[src/rtl/sprite_pkg.sv]
// Shared field layout, default sprite extent and index-width helper for the sprite hit scanner.
// Register layout: [ACT] active, [X_HI:X_LO] x, [Y_HI:Y_LO] y, [8:0] sprite memory offset.
package sprite_pkg;

  localparam int X_LO_DEF     = 19;
  localparam int X_HI_DEF     = 28;
  localparam int Y_LO_DEF     = 9;
  localparam int Y_HI_DEF     = 18;
  localparam int ACT_BIT_DEF  = 29;
  localparam int OFF_W        = 9;
  localparam int SPRITE_W_DEF = 20;
  localparam int SPRITE_H_DEF = 20;

  // Keeps the index bus at least one bit wide when only one channel exists.
  function automatic int idx_w(input int n);
    return (n > 1) ? $clog2(n) : 1;
  endfunction

endpackage

[src/rtl/sprite_match_cell.sv]
// One sprite channel's coverage test: combinational, no latency, no flow control.
// Bounds are formed one bit wider than the coordinates so sprites near the right/bottom edge never wrap to 0.
module sprite_match_cell #(
  parameter int COORD_W  = 10,
  parameter int SPRITE_W = 20,
  parameter int SPRITE_H = 20
) (
  input  logic               i_act,
  input  logic [COORD_W-1:0] i_spr_x,
  input  logic [COORD_W-1:0] i_spr_y,
  input  logic [COORD_W-1:0] i_chk_x,
  input  logic [COORD_W-1:0] i_chk_y,
  output logic               o_match
);

  localparam int EW = COORD_W + 1;

  logic [EW-1:0] w_x_end;
  logic [EW-1:0] w_y_end;
  logic          w_in_x;
  logic          w_in_y;

  assign w_x_end = {1'b0, i_spr_x} + EW'(SPRITE_W);
  assign w_y_end = {1'b0, i_spr_y} + EW'(SPRITE_H);

  assign w_in_x  = (i_chk_x >= i_spr_x) && ({1'b0, i_chk_x} < w_x_end);
  assign w_in_y  = (i_chk_y >= i_spr_y) && ({1'b0, i_chk_y} < w_y_end);

  assign o_match = i_act && w_in_x && w_in_y;

endmodule

[src/rtl/sprite_hit_scanner.sv]
// Sprite register bank plus 2-stage hit pipeline: match vector/offsets in stage 1, priority and collision in stage 2.
// Fixed 2-cycle latency, one check per cycle, no backpressure; compare=1 suppresses scanning.
module sprite_hit_scanner
  import sprite_pkg::*;
#(
  parameter int N_SPRITES = 8,
  parameter int SIZE_REG  = 32,
  parameter int COORD_W   = 10,
  parameter int SPRITE_W  = SPRITE_W_DEF,
  parameter int SPRITE_H  = SPRITE_H_DEF,
  parameter int X_LO      = X_LO_DEF,
  parameter int X_HI      = X_HI_DEF,
  parameter int Y_LO      = Y_LO_DEF,
  parameter int Y_HI      = Y_HI_DEF,
  parameter int ACT_BIT   = ACT_BIT_DEF
) (
  input  logic                          clk,
  input  logic                          reset,
  input  logic                          wr_en,
  input  logic [idx_w(N_SPRITES)-1:0]   wr_addr,
  input  logic [SIZE_REG-1:0]           wr_data,
  input  logic                          compare,
  input  logic                          chk_valid,
  input  logic [2*COORD_W-1:0]          check,
  output logic                          hit_valid,
  output logic                          hit,
  output logic [idx_w(N_SPRITES)-1:0]   hit_idx,
  output logic [OFF_W-1:0]              hit_offset,
  output logic                          collision
);

  localparam int IW = idx_w(N_SPRITES);

  logic [SIZE_REG-1:0] r_regs [N_SPRITES];

  logic                w_go;
  logic [COORD_W-1:0]  w_chk_x;
  logic [COORD_W-1:0]  w_chk_y;
  logic [N_SPRITES-1:0] w_match;

  logic                r_vld1;
  logic [N_SPRITES-1:0] r_match;
  logic [OFF_W-1:0]    r_off [N_SPRITES];

  logic [IW-1:0]       w_idx;
  logic [OFF_W-1:0]    w_off;
  logic                w_found;
  logic                w_multi;

  logic                r_hit_valid;
  logic                r_hit;
  logic [IW-1:0]       r_hit_idx;
  logic [OFF_W-1:0]    r_hit_offset;
  logic                r_collision;

  always_ff @(posedge clk or posedge reset) begin
    if (reset) begin
      for (int i = 0; i < N_SPRITES; i++) r_regs[i] <= '0;
    end else if (wr_en) begin
      for (int i = 0; i < N_SPRITES; i++) begin
        if (wr_addr == IW'(i)) r_regs[i] <= wr_data;
      end
    end
  end

  assign w_go    = chk_valid & ~compare;
  assign w_chk_x = check[2*COORD_W-1:COORD_W];
  assign w_chk_y = check[COORD_W-1:0];

  for (genvar g = 0; g < N_SPRITES; g++) begin : g_cell
    sprite_match_cell #(
      .COORD_W  (COORD_W),
      .SPRITE_W (SPRITE_W),
      .SPRITE_H (SPRITE_H)
    ) u_cell (
      .i_act   (r_regs[g][ACT_BIT]),
      .i_spr_x (r_regs[g][X_HI:X_LO]),
      .i_spr_y (r_regs[g][Y_HI:Y_LO]),
      .i_chk_x (w_chk_x),
      .i_chk_y (w_chk_y),
      .o_match (w_match[g])
    );
  end

  // Stage 1 samples the pre-write register contents, so a same-cycle write only affects later checks.
  always_ff @(posedge clk or posedge reset) begin
    if (reset) begin
      r_vld1  <= 1'b0;
      r_match <= '0;
      for (int i = 0; i < N_SPRITES; i++) r_off[i] <= '0;
    end else begin
      r_vld1  <= w_go;
      r_match <= w_go ? w_match : '0;
      for (int i = 0; i < N_SPRITES; i++) r_off[i] <= w_go ? r_regs[i][OFF_W-1:0] : '0;
    end
  end

  always_comb begin
    w_idx   = '0;
    w_off   = '0;
    w_found = 1'b0;
    w_multi = 1'b0;
    for (int i = 0; i < N_SPRITES; i++) begin
      if (r_match[i]) begin
        if (w_found) begin
          w_multi = 1'b1;
        end else begin
          w_found = 1'b1;
          w_idx   = IW'(i);
          w_off   = r_off[i];
        end
      end
    end
  end

  // Match vector is already zero when stage 1 is invalid, which zeroes every result field.
  always_ff @(posedge clk or posedge reset) begin
    if (reset) begin
      r_hit_valid  <= 1'b0;
      r_hit        <= 1'b0;
      r_hit_idx    <= '0;
      r_hit_offset <= '0;
      r_collision  <= 1'b0;
    end else begin
      r_hit_valid  <= r_vld1;
      r_hit        <= w_found;
      r_hit_idx    <= w_idx;
      r_hit_offset <= w_off;
      r_collision  <= w_multi;
    end
  end

  assign hit_valid  = r_hit_valid;
  assign hit        = r_hit;
  assign hit_idx    = r_hit_idx;
  assign hit_offset = r_hit_offset;
  assign collision  = r_collision;

endmodule

[config.mk]
export PLATFORM = sky130hd
export DESIGN_NAME = sprite_hit_scanner
export DESIGN_NICKNAME = d
export VERILOG_FILES = /design/src/rtl/sprite_pkg.sv /design/src/rtl/sprite_match_cell.sv /design/src/rtl/sprite_hit_scanner.sv
export SDC_FILE = /design/constraint.sdc
export NUM_CORES = 1
export LEC_CHECK = 0
export ABC_AREA = 1
export CAP_MARGIN = 5
export CORE_MARGIN = 4
export CORE_UTILIZATION = 50
export CTS_BUF_LIST = sky130_fd_sc_hd__clkbuf_8
export DETAILED_ROUTE_END_ITERATION = 6
export PLACE_DENSITY = 0.64
export SYNTH_ARGS = -nofsm -noshare
export SYNTH_HDL_FRONTEND = slang
export SYNTH_SLANG_ARGS = --single-unit
[constraint.sdc]
create_clock -name clk -period 19.8 [get_ports clk]
set_clock_uncertainty 0.1 [all_clocks]
set_input_delay 1.98 -clock clk [delete_from_list [all_inputs] [get_ports clk]]
set_output_delay 1.98 -clock clk [all_outputs]
set_load 0.005 [all_outputs]
# --- Word-level counts from Yosys, hierarchy flattened ---
# Index checks and enable logic that the tools add are counted.
word_totals:
  ff_bits: 336
  output_inout_bits: 15
  mem_bits_ro: 0
  mem_bits_rw: 0
  latch_bits: 0
  in_bits: 60
  n_memories: 0
classes:
  n_mul: 0
  n_reduce_logical: 41
  order_cmp: 32
  mux: 60
  shift: 0
  bitwise: 2
  n_eq_ne: 7
  div_mod_pow: 0
  addsub: 16
op_table:
  columns: ["op", "n"]
  rows:
  - ["two-way mux 9 bit", 23]
  - ["adder 10 x 5 -> 11 bit (second input constant)", 16]
  - ["< comparator 10 x 11 -> 1 bit", 16]
  - [">= comparator 10 bit", 16]
  - ["two-way mux 3 bit", 12]
  - ["logical AND 1 bit", 32]
  - ["two-way mux 1 bit", 24]
  - ["AND reduction 2 bit", 8]
  - ["== test 3 bit (second input constant)", 4]
  - ["two-way mux 8 bit", 1]
  - ["== test 3 x 2 -> 1 bit (second input constant)", 2]
  - ["== test 3 x 1 -> 1 bit (second input constant)", 1]
  - ["zero test 3 bit", 1]
  - ["AND 1 bit", 1]
  - ["NOT 1 bit", 1]

# --- Logic depth before layout (Yosys ltp) ---
# Gate-level depths: netlist (run 1).
logic_depth:
  word_depth: 15
  ltp_mapped: 13
  mapped_depth_nobuf: 13

# --- Cells and area by module ---
# From an unflattened synthesis (run 1), not the netlist that was laid out.
unflattened:
  cells_unflattened: 2783
  hier_area_um2: 21929.8
by_module_without_submodules:
  columns: ["mod", "n_inst", "seq_area_each_um2", "area_per_inst_um2", "cells_per_inst"]
  rows:
  - ["sprite_hit_scanner", 1, 8408.1, 12408.2, 1274]
  - ["sprite_match_cell at g_cell[0].u_cell ...", 7, 0.0, 1192.4, 189]
  - ["sprite_match_cell at g_cell[3].u_cell", 1, 0.0, 1174.9, 186]

# --- Worst setup path before layout (run 1) ---
# Ideal clock, no wire load.
synth_timing:
  kind: "in2reg"
  from: "input check[0]"
  to: "register r_match[7]"
  setup_slack_ns: 16.782
  stages: 8
  setup_time_ns: 0.086
  required_time_ns: 19.614
  t_arrival_ns: 2.832
  cell_sequence: "inv_1 > ha_1 > nand2_1 > nor2_1 > nand3_1 > nand4_1 > nand2_1 > nor3_1"
synth_between:
  elab_chain_len: 4
synth_lines:
  columns: ["element", "line_no", "text"]
  rows:
  - ["from (decl)", "sprite_hit_scanner.sv:24", "input logic [2*COORD_W-1:0] check,"]
  - ["< comparator 10 x 11 -> 1 bit or >= comparator 10 bit (tied branches)", "sprite_match_cell.sv:27", "assign w_in_y = (i_chk_y >= i_spr_y) && ({1'b0, i_chk_y} < w_y_end);"]
  - ["logical AND 1 bit (*)", "sprite_match_cell.sv:27", null]
  - ["logical AND 1 bit (*)", "sprite_match_cell.sv:29", "assign o_match = i_act && w_in_x && w_in_y;"]
  - ["two-way mux 8 bit (*)", "sprite_hit_scanner.sv:93", "r_match <= w_go ? w_match : '0;"]
  - ["to (signal assigned)", "sprite_hit_scanner.sv:93", null]
  - ["to (decl)", "sprite_hit_scanner.sv:42", "logic [N_SPRITES-1:0] r_match;"]
# Mark *: on every way between the ends. The rest lies on a longest branch, timed or not.
# A chain may end at the register's enable or synchronous reset.

# --- Worst setup path in the final report (run 1) ---
layout_timing:
  from: "input check[17]"
  to: "register r_match[0]"
layout_between:
  elab_chain_len: 5
layout_lines:
  columns: ["element", "line_no", "text"]
  rows:
  - ["< comparator 10 x 11 -> 1 bit or >= comparator 10 bit (tied branches)", "sprite_match_cell.sv:26", "assign w_in_x = (i_chk_x >= i_spr_x) && ({1'b0, i_chk_x} < w_x_end);"]
  - ["logical AND 1 bit (*)", "sprite_match_cell.sv:26", null]
  - ["logical AND 1 bit (*) (2 in a row)", "sprite_match_cell.sv:29", null]
  - ["two-way mux 8 bit (*)", "sprite_hit_scanner.sv:93", null]
# Marks and branches as above.

==> summary.txt, run 1 <==
Tmin final = 4.38 ns
Hold EP = hit_valid$_DFF_PP0_
Post-Syn Nets = 3210
Setup Crit Path Kind = in2reg
depth of the CTS H-tree = 2
routability cong. = 0.853
critical path, cell by cell = clkdlybuf4s50_1 > ha_1 > nand2_1 > nor2_1 > nand3_1 > nand4_1 > nand3_1 > nor3_1
Worst Path Arrival = 4.77 ns
PnR worst setup slack = 15.42 ns
Reg2Reg Capture Point = r_match[0]$_DFF_PP0_
Starting Density = 0.507
Post-DRT Antenna Nets = 0
RSZ-0062 raised after global routing = no
TritonCTS Buffers = 58
HP Class = reg2reg
boundary pin count = 75
first-pass GRT wire length = 91.4 mm
Pwr Density = 90.7 mW/mm2
post-route insts no fill = 3556
hold path startpoint = r_vld1$_DFF_PP0_
Distinct cells, synth = 27
area of the multi-input gates = 0.0116 mm2
router iterations before antenna repair = 5
setup_tns = 0 ns
die area = 0.0473 mm2
pin count of the biggest net entering global routing = 149
layout cell share with drive strength beyond 1 = 0.0424
Setup-failing EPs final = 0
Lkg Pwr = 13.3 nW
Simple-Gate Fraction of Synth Area = 0.221
Fin. Hold Viols = 0
most numerous cell in the Yosys netlist = nand2_1
most area-consuming cells after synthesis = dfrtp_1 38%, ha_1 17%, nand2_1 12%
fill count = 4032
Critical Path RT = 20.19 ns
row cnt = 76
CORE AREA = 0.0433 mm2
Post-Synth XOR/XNOR Area = 0.0383
slowest CP cell = clkdlybuf4s50_1
clk buf depth = 3
Avg Cell Area, Syn = 7.71 um2
hold path depth = 0
number of synthesized flops with an enable pin = 0
synthesized area = 0.0219 mm2
worst stage delay on the critical path = 1.05 ns
Sequential Area = 0.00841 mm2
mux share of post-synthesis cell area = 0
Yosys top cell by area = dfrtp_1
sequential fraction of the synthesis area = 0.383
vias per cell = 5.10
Port-buffer cells = 72
main combinational cell family by area after synthesis = simple AND/OR/NAND/NOR gates
Synth Area in Compound Gates = 0.0934
WL final = 55.6 mm
max frequency = 228 MHz
setup bufs post-CTS = 0
fin. max-slew vios = 0
number of max-cap violations = 0
Slew HR = 0.158
initial drt markers = 969
mean routed wirelength per cell = 15.6 um
period utilization = 0.221
R2R depth = 11
dpl cell area = 0.0233 mm2
Syn Inst Count = 2846
Residual DRC = 0
Yosys top cell area share = 0.383
measured slew at the worst slew-check pin = 1.26 ns
die height = 218 um
Area growth syn-to-layout = 11.7%
synth warn = 0
FFs w/ async S/R, synth = 1.00
vias in the first global route = 17883
worst skew pair latency = 0.67 ns
top_reg_cell synth = dfrtp_1
clock root buffer master = clkbuf_8
Reg clk slew, reported paths = 0.07 ns
Post-Synth Adder-Cell Area = 0.173
CTS tree = done
Post-CTS Resized = 0
DR vias = 18121
synth cell count leaders = 717 x nand2_1, 459 x inv_1, 336 x dfrtp_1, 304 x ha_1, 289 x nor2_1
diode count = 0
NumNets Final = 3289
gr ovfl total = 0
Setup Slack @ Placement = 14.72 ns
crit path max fanout = 16
Clock Sinks = 336
All-Layer GR Usage = 0.240
CP endpoint kind = register
placed insts = 3450
Chip Width = 218 um
worst reg-to-reg setup slack = 16.98 ns
most used cell along the critical path = nand3_1
CP startpoint kind = input pin
Post-CTS Hold Fix Bufs = 0
flops & latches, synth = 336
reg2reg start = r_regs[245]$_DFFE_PP0P_
status = finished clean
dpl hpwl = 37.5 mm
antenna violations before repair = 0
fin area = 0.0245 mm2
WHS = 0.268 ns
Peak supply drop = 0.0000539 V
==> placed cells by master, fill, tap and decap left out, types with 2 or more instances in the layout <==
cell	instances
a211oi_1	5
a21o_1	32
a21oi_1	62
buf_4	7
bufinv_16	2
clkbuf_8	76
clkdlybuf4s50_1	72
clkinv_2	12
dfrtp_1	336
ha_1	304
inv_1	471
inv_2	6
nand2_1	711
nand2_2	11
nand3_1	141
nand3_2	2
nand4_1	16
nor2_1	289
nor2_4	3
nor3_1	24
o2111ai_1	3
o21ai_0	254
o21bai_1	16
o221ai_1	5
or2_0	6
xor2_1	96
==> routing by layer <==
layer  part of all wire  global-route usage
met5                  0                   0
met4              0.025              0.0712
met3              0.041              0.0277
met2               0.47               0.415
met1               0.46               0.318
==> final cells by class <==
cell class	instances	area share
repair buffers	80	0.0323
clock inverters	30	0.00857
flip-flops and latches	336	0.343
well taps	585	0.0298
clock buffers	76	0.0427
multi-input cells	1983	0.472
inverters	466	0.0716
==> kinds of logic (layout without fill, tap and decap cells) <==
group / count (synthesis) / in the layout
and+or+nand+nor: 1206 / 1206
buffers and inverters: 527 / 652
AOI/OAI and AO/OA: 377 / 377
DFF: 336 / 336
adders and majority gates: 304 / 304
xor gates and xnor gates: 96 / 96
==> worst max-delay path by stage <==
stage	from	slack, ns	endpoint	cells past startpoint
final	check[17]	15.42	r_match[0]$_DFF_PP0_	8
after CTS	check[17]	15.46	r_match[4]$_DFF_PP0_	8
after floorplan	reset	8.41	collision$_DFF_PP0_	1
after detailed placement	check[17]	14.72	r_match[4]$_DFF_PP0_	8
after global placement	check[17]	14.78	r_match[0]$_DFF_PP0_	8
after global routing	check[17]	15.32	r_match[0]$_DFF_PP0_	8
==> registers in the layout, indices dropped and copies added (netlist names) <==
| signal | count |
|---|---|
| hit_idx | 3 |
| r_match | 8 |
| hit | 1 |
| r_regs | 240 |
| collision | 1 |
| r_off | 72 |
| r_vld1 | 1 |
| hit_offset | 9 |
| hit_valid | 1 |
==> critical path, delay by kind of cell <==
kind | cells | cell delay [ns]
simple gates | 6 | 1.07
fa+ha+maj | 1 | 0.65
buf+inv | 1 | 1.05
==> power by group <==
| part | total [mW] | switching [mW] | internal [mW] |
|---|---|---|---|
| sequential | 0.873 | 0.0803 | 0.792 |
| combinational | 0.677 | 0.407 | 0.270 |
| clock | 0.675 | 0.303 | 0.372 |
| total | 2.22 | 0.790 | 1.43 |
==> per-stage QoR <==
step                      total power [mW]  utilization
after floorplan                       1.37            -
after global placement                1.53        0.538
after detailed placement              1.56        0.538
after CTS                             2.25        0.567
after global routing                  2.42        0.567
final                                 2.22        0.567
No activity file was read; power rests on OpenSTA's default activity.
==> run 2: changes to the inputs <==
==> constraint.sdc (replaced) <==
create_clock -name clk -period 4.36 [get_ports clk]
set_clock_uncertainty 0.1 [all_clocks]
set_input_delay 0.436 -clock clk [delete_from_list [all_inputs] [get_ports clk]]
set_output_delay 0.436 -clock clk [all_outputs]
set_load 0.005 [all_outputs]
==> run 2 against run 1 <==
Net effect:
- largest power group unchanged
- worst setup slack worse by 14 ns
- die area is the same
- core utilization hardly changed
- combinational power increased to 4.6 times the previous value
- critical endpoint is now r_match[1]$_DFF_PP0_
==> summary.txt, run 2 (synthesized netlist as in run 1, its figures left out) <==
slowest CP cell = dfrtp_1
Residual DRC = 0
vias per cell = 5.06
commonest non-fill, non-tap cell in the layout = nand2_1
crit path max fanout = 4
worst skew pair latency = 0.66 ns
Worst Path Arrival = 3.17 ns
placed insts = 3451
CP startpoint kind = register
critical path, cell by cell = inv_1 > o21ai_0 > nand3_1 > nor3_1 > xor2_1 > ha_1 > nand3_1 > nor2_1 > nor2_1 > nand3_1 > nor3_1
post-route insts no fill = 3557
Pwr Density = 410 mW/mm2
layout cell share with drive strength beyond 1 = 0.0414
cell family with most CP delay = simple AND/OR/NAND/NOR gates
number of max-cap violations = 0
clock root buffer master = clkbuf_8
PnR worst setup slack = 1.59 ns
diode count = 0
RSZ-0062 raised after global routing = no
mean routed wirelength per cell = 15.5 um
Clock Sinks = 336
Critical Path RT = 4.76 ns
Peak supply drop = 0.000216 V
HP Class = in2async
NumNets Final = 3290
Slew HR = 0.203
router iterations before antenna repair = 5
Post-CTS Hold Fix Bufs = 0
Setup-failing EPs final = 0
Finished Core Util = 0.567
Reg clk slew, reported paths = 0.06 ns
pin count of the biggest net entering global routing = 129
routability cong. = 0.861
period utilization = 0.635
max frequency = 361 MHz
most used cell along the critical path = nand3_1
max reg flops = 240
fin. max-slew vios = 0
Setup Crit Path Kind = reg2reg
Fin. Hold Viols = 0
Tmin final = 2.77 ns
Chip Width = 218 um
row cnt = 76
vias in the first global route = 17671
Area growth syn-to-layout = 11.8%
WL final = 55.2 mm
Post-DRT Antenna Nets = 0
Setup Slack @ Placement = 1.12 ns
die area = 0.0473 mm2
worst stage delay on the critical path = 0.41 ns
dpl hpwl = 38.3 mm
DR vias = 17986
Design Power = 10.1 mW
Lkg Pwr = 13.3 nW
setup_tns = 0 ns
depth of the CTS H-tree = 2
TritonCTS Buffers = 58
measured slew at the worst slew-check pin = 1.20 ns
CP endpoint kind = register
die height = 218 um
setup bufs post-CTS = 0
initial drt markers = 972
antenna violations before repair = 1
gr ovfl total = 0
status = finished clean
worst reg-to-reg setup slack = 1.59 ns
clk buf depth = 3
Starting Density = 0.507
largest register by flop count = r_regs
Crit path buffers/inverters = 1
first-pass GRT wire length = 90.6 mm
Port-buffer cells = 72
CTS tree = done
most frequent cells in the layout = 711 x nand2_1, 475 x inv_1, 336 x dfrtp_1
CORE AREA = 0.0433 mm2
Post-CTS Resized = 0
boundary pin count = 75
All-Layer GR Usage = 0.238
run 2: changes by cell type in the layout (fill, tap and decap cells not counted), moves of 2 or more:
| cell | delta |
|---|---|
| clkinv_2 | -4 |
| inv_1 | +4 |
| buf_12 | +3 |
| buf_4 | -2 |
run 2: power breakdown:
part	total [mW]	leakage [nW]	internal [mW]	switching [mW]
Combinational	3.09	8.25	1.23	1.86
Sequential	3.96	4.32	3.60	0.364
Clock	3.01	0.709	1.65	1.37
Total	10.1	13.3	6.47	3.59
run 2: layout make-up:
| type | count | area [um2] |
|---|---|---|
| sequential | 336 | 8410 |
| tap | 585 | 732 |
| timing repair buffer | 81 | 838 |
| clock buffer | 77 | 1060 |
| fill | 4027 | 18700 |
| clock inverter | 29 | 175 |
| multi-input combinational | 1983 | 11600 |
| inverter | 466 | 1750 |
run 2: per-layer routing:
| layer | track usage | vias to the layer above | part of all wire |
|---|---|---|---|
| met2 | 0.396 | 325 | 0.46 |
| met1 | 0.316 | 8397 | 0.46 |
| li1 | - | 9147 | - |
| met5 | 0 | - | 0.00024 |
| met4 | 0.0907 | 2 | 0.037 |
| met3 | 0.0344 | 115 | 0.042 |
run 2: path summary, 6_finish.rpt:
path	start	endpoint	cells past startpoint
setup / recovery	r_regs[213]$_DFFE_PP0P_	r_match[1]$_DFF_PP0_	11
min in group clk	chk_valid	r_vld1$_DFF_PP0_	3
setup reg to reg	r_regs[213]$_DFFE_PP0P_	r_match[1]$_DFF_PP0_	11
max in group asynchronous	reset	r_regs[240]$_DFFE_PP0P_	3
hold reg to reg	r_vld1$_DFF_PP0_	hit_valid$_DFF_PP0_	0
hold / removal	reset	hit_offset[2]$_DFF_PP0_	2
run 2: metrics by stage:
step           hold WS [ns]  cell area, um2
2_1_floorplan         0.231           22000
3_3_place_gp          0.235           23300
3_5_place_dp          0.244           23300
4_1_cts              0.0732           24500
5_1_grt               0.121           24500
6_report              0.111           24500
run 2: worst register-to-register path: cells and delay by family, from the launching register on:
family	cells	cell delay, ns
DFF	1	0.41
xor gates and xnor gates	1	0.20
AOI/OAI and AO/OA	1	0.34
buffers and inverters	1	0.08
adders and majority gates	1	0.27
and+or+nand+nor	7	1.20
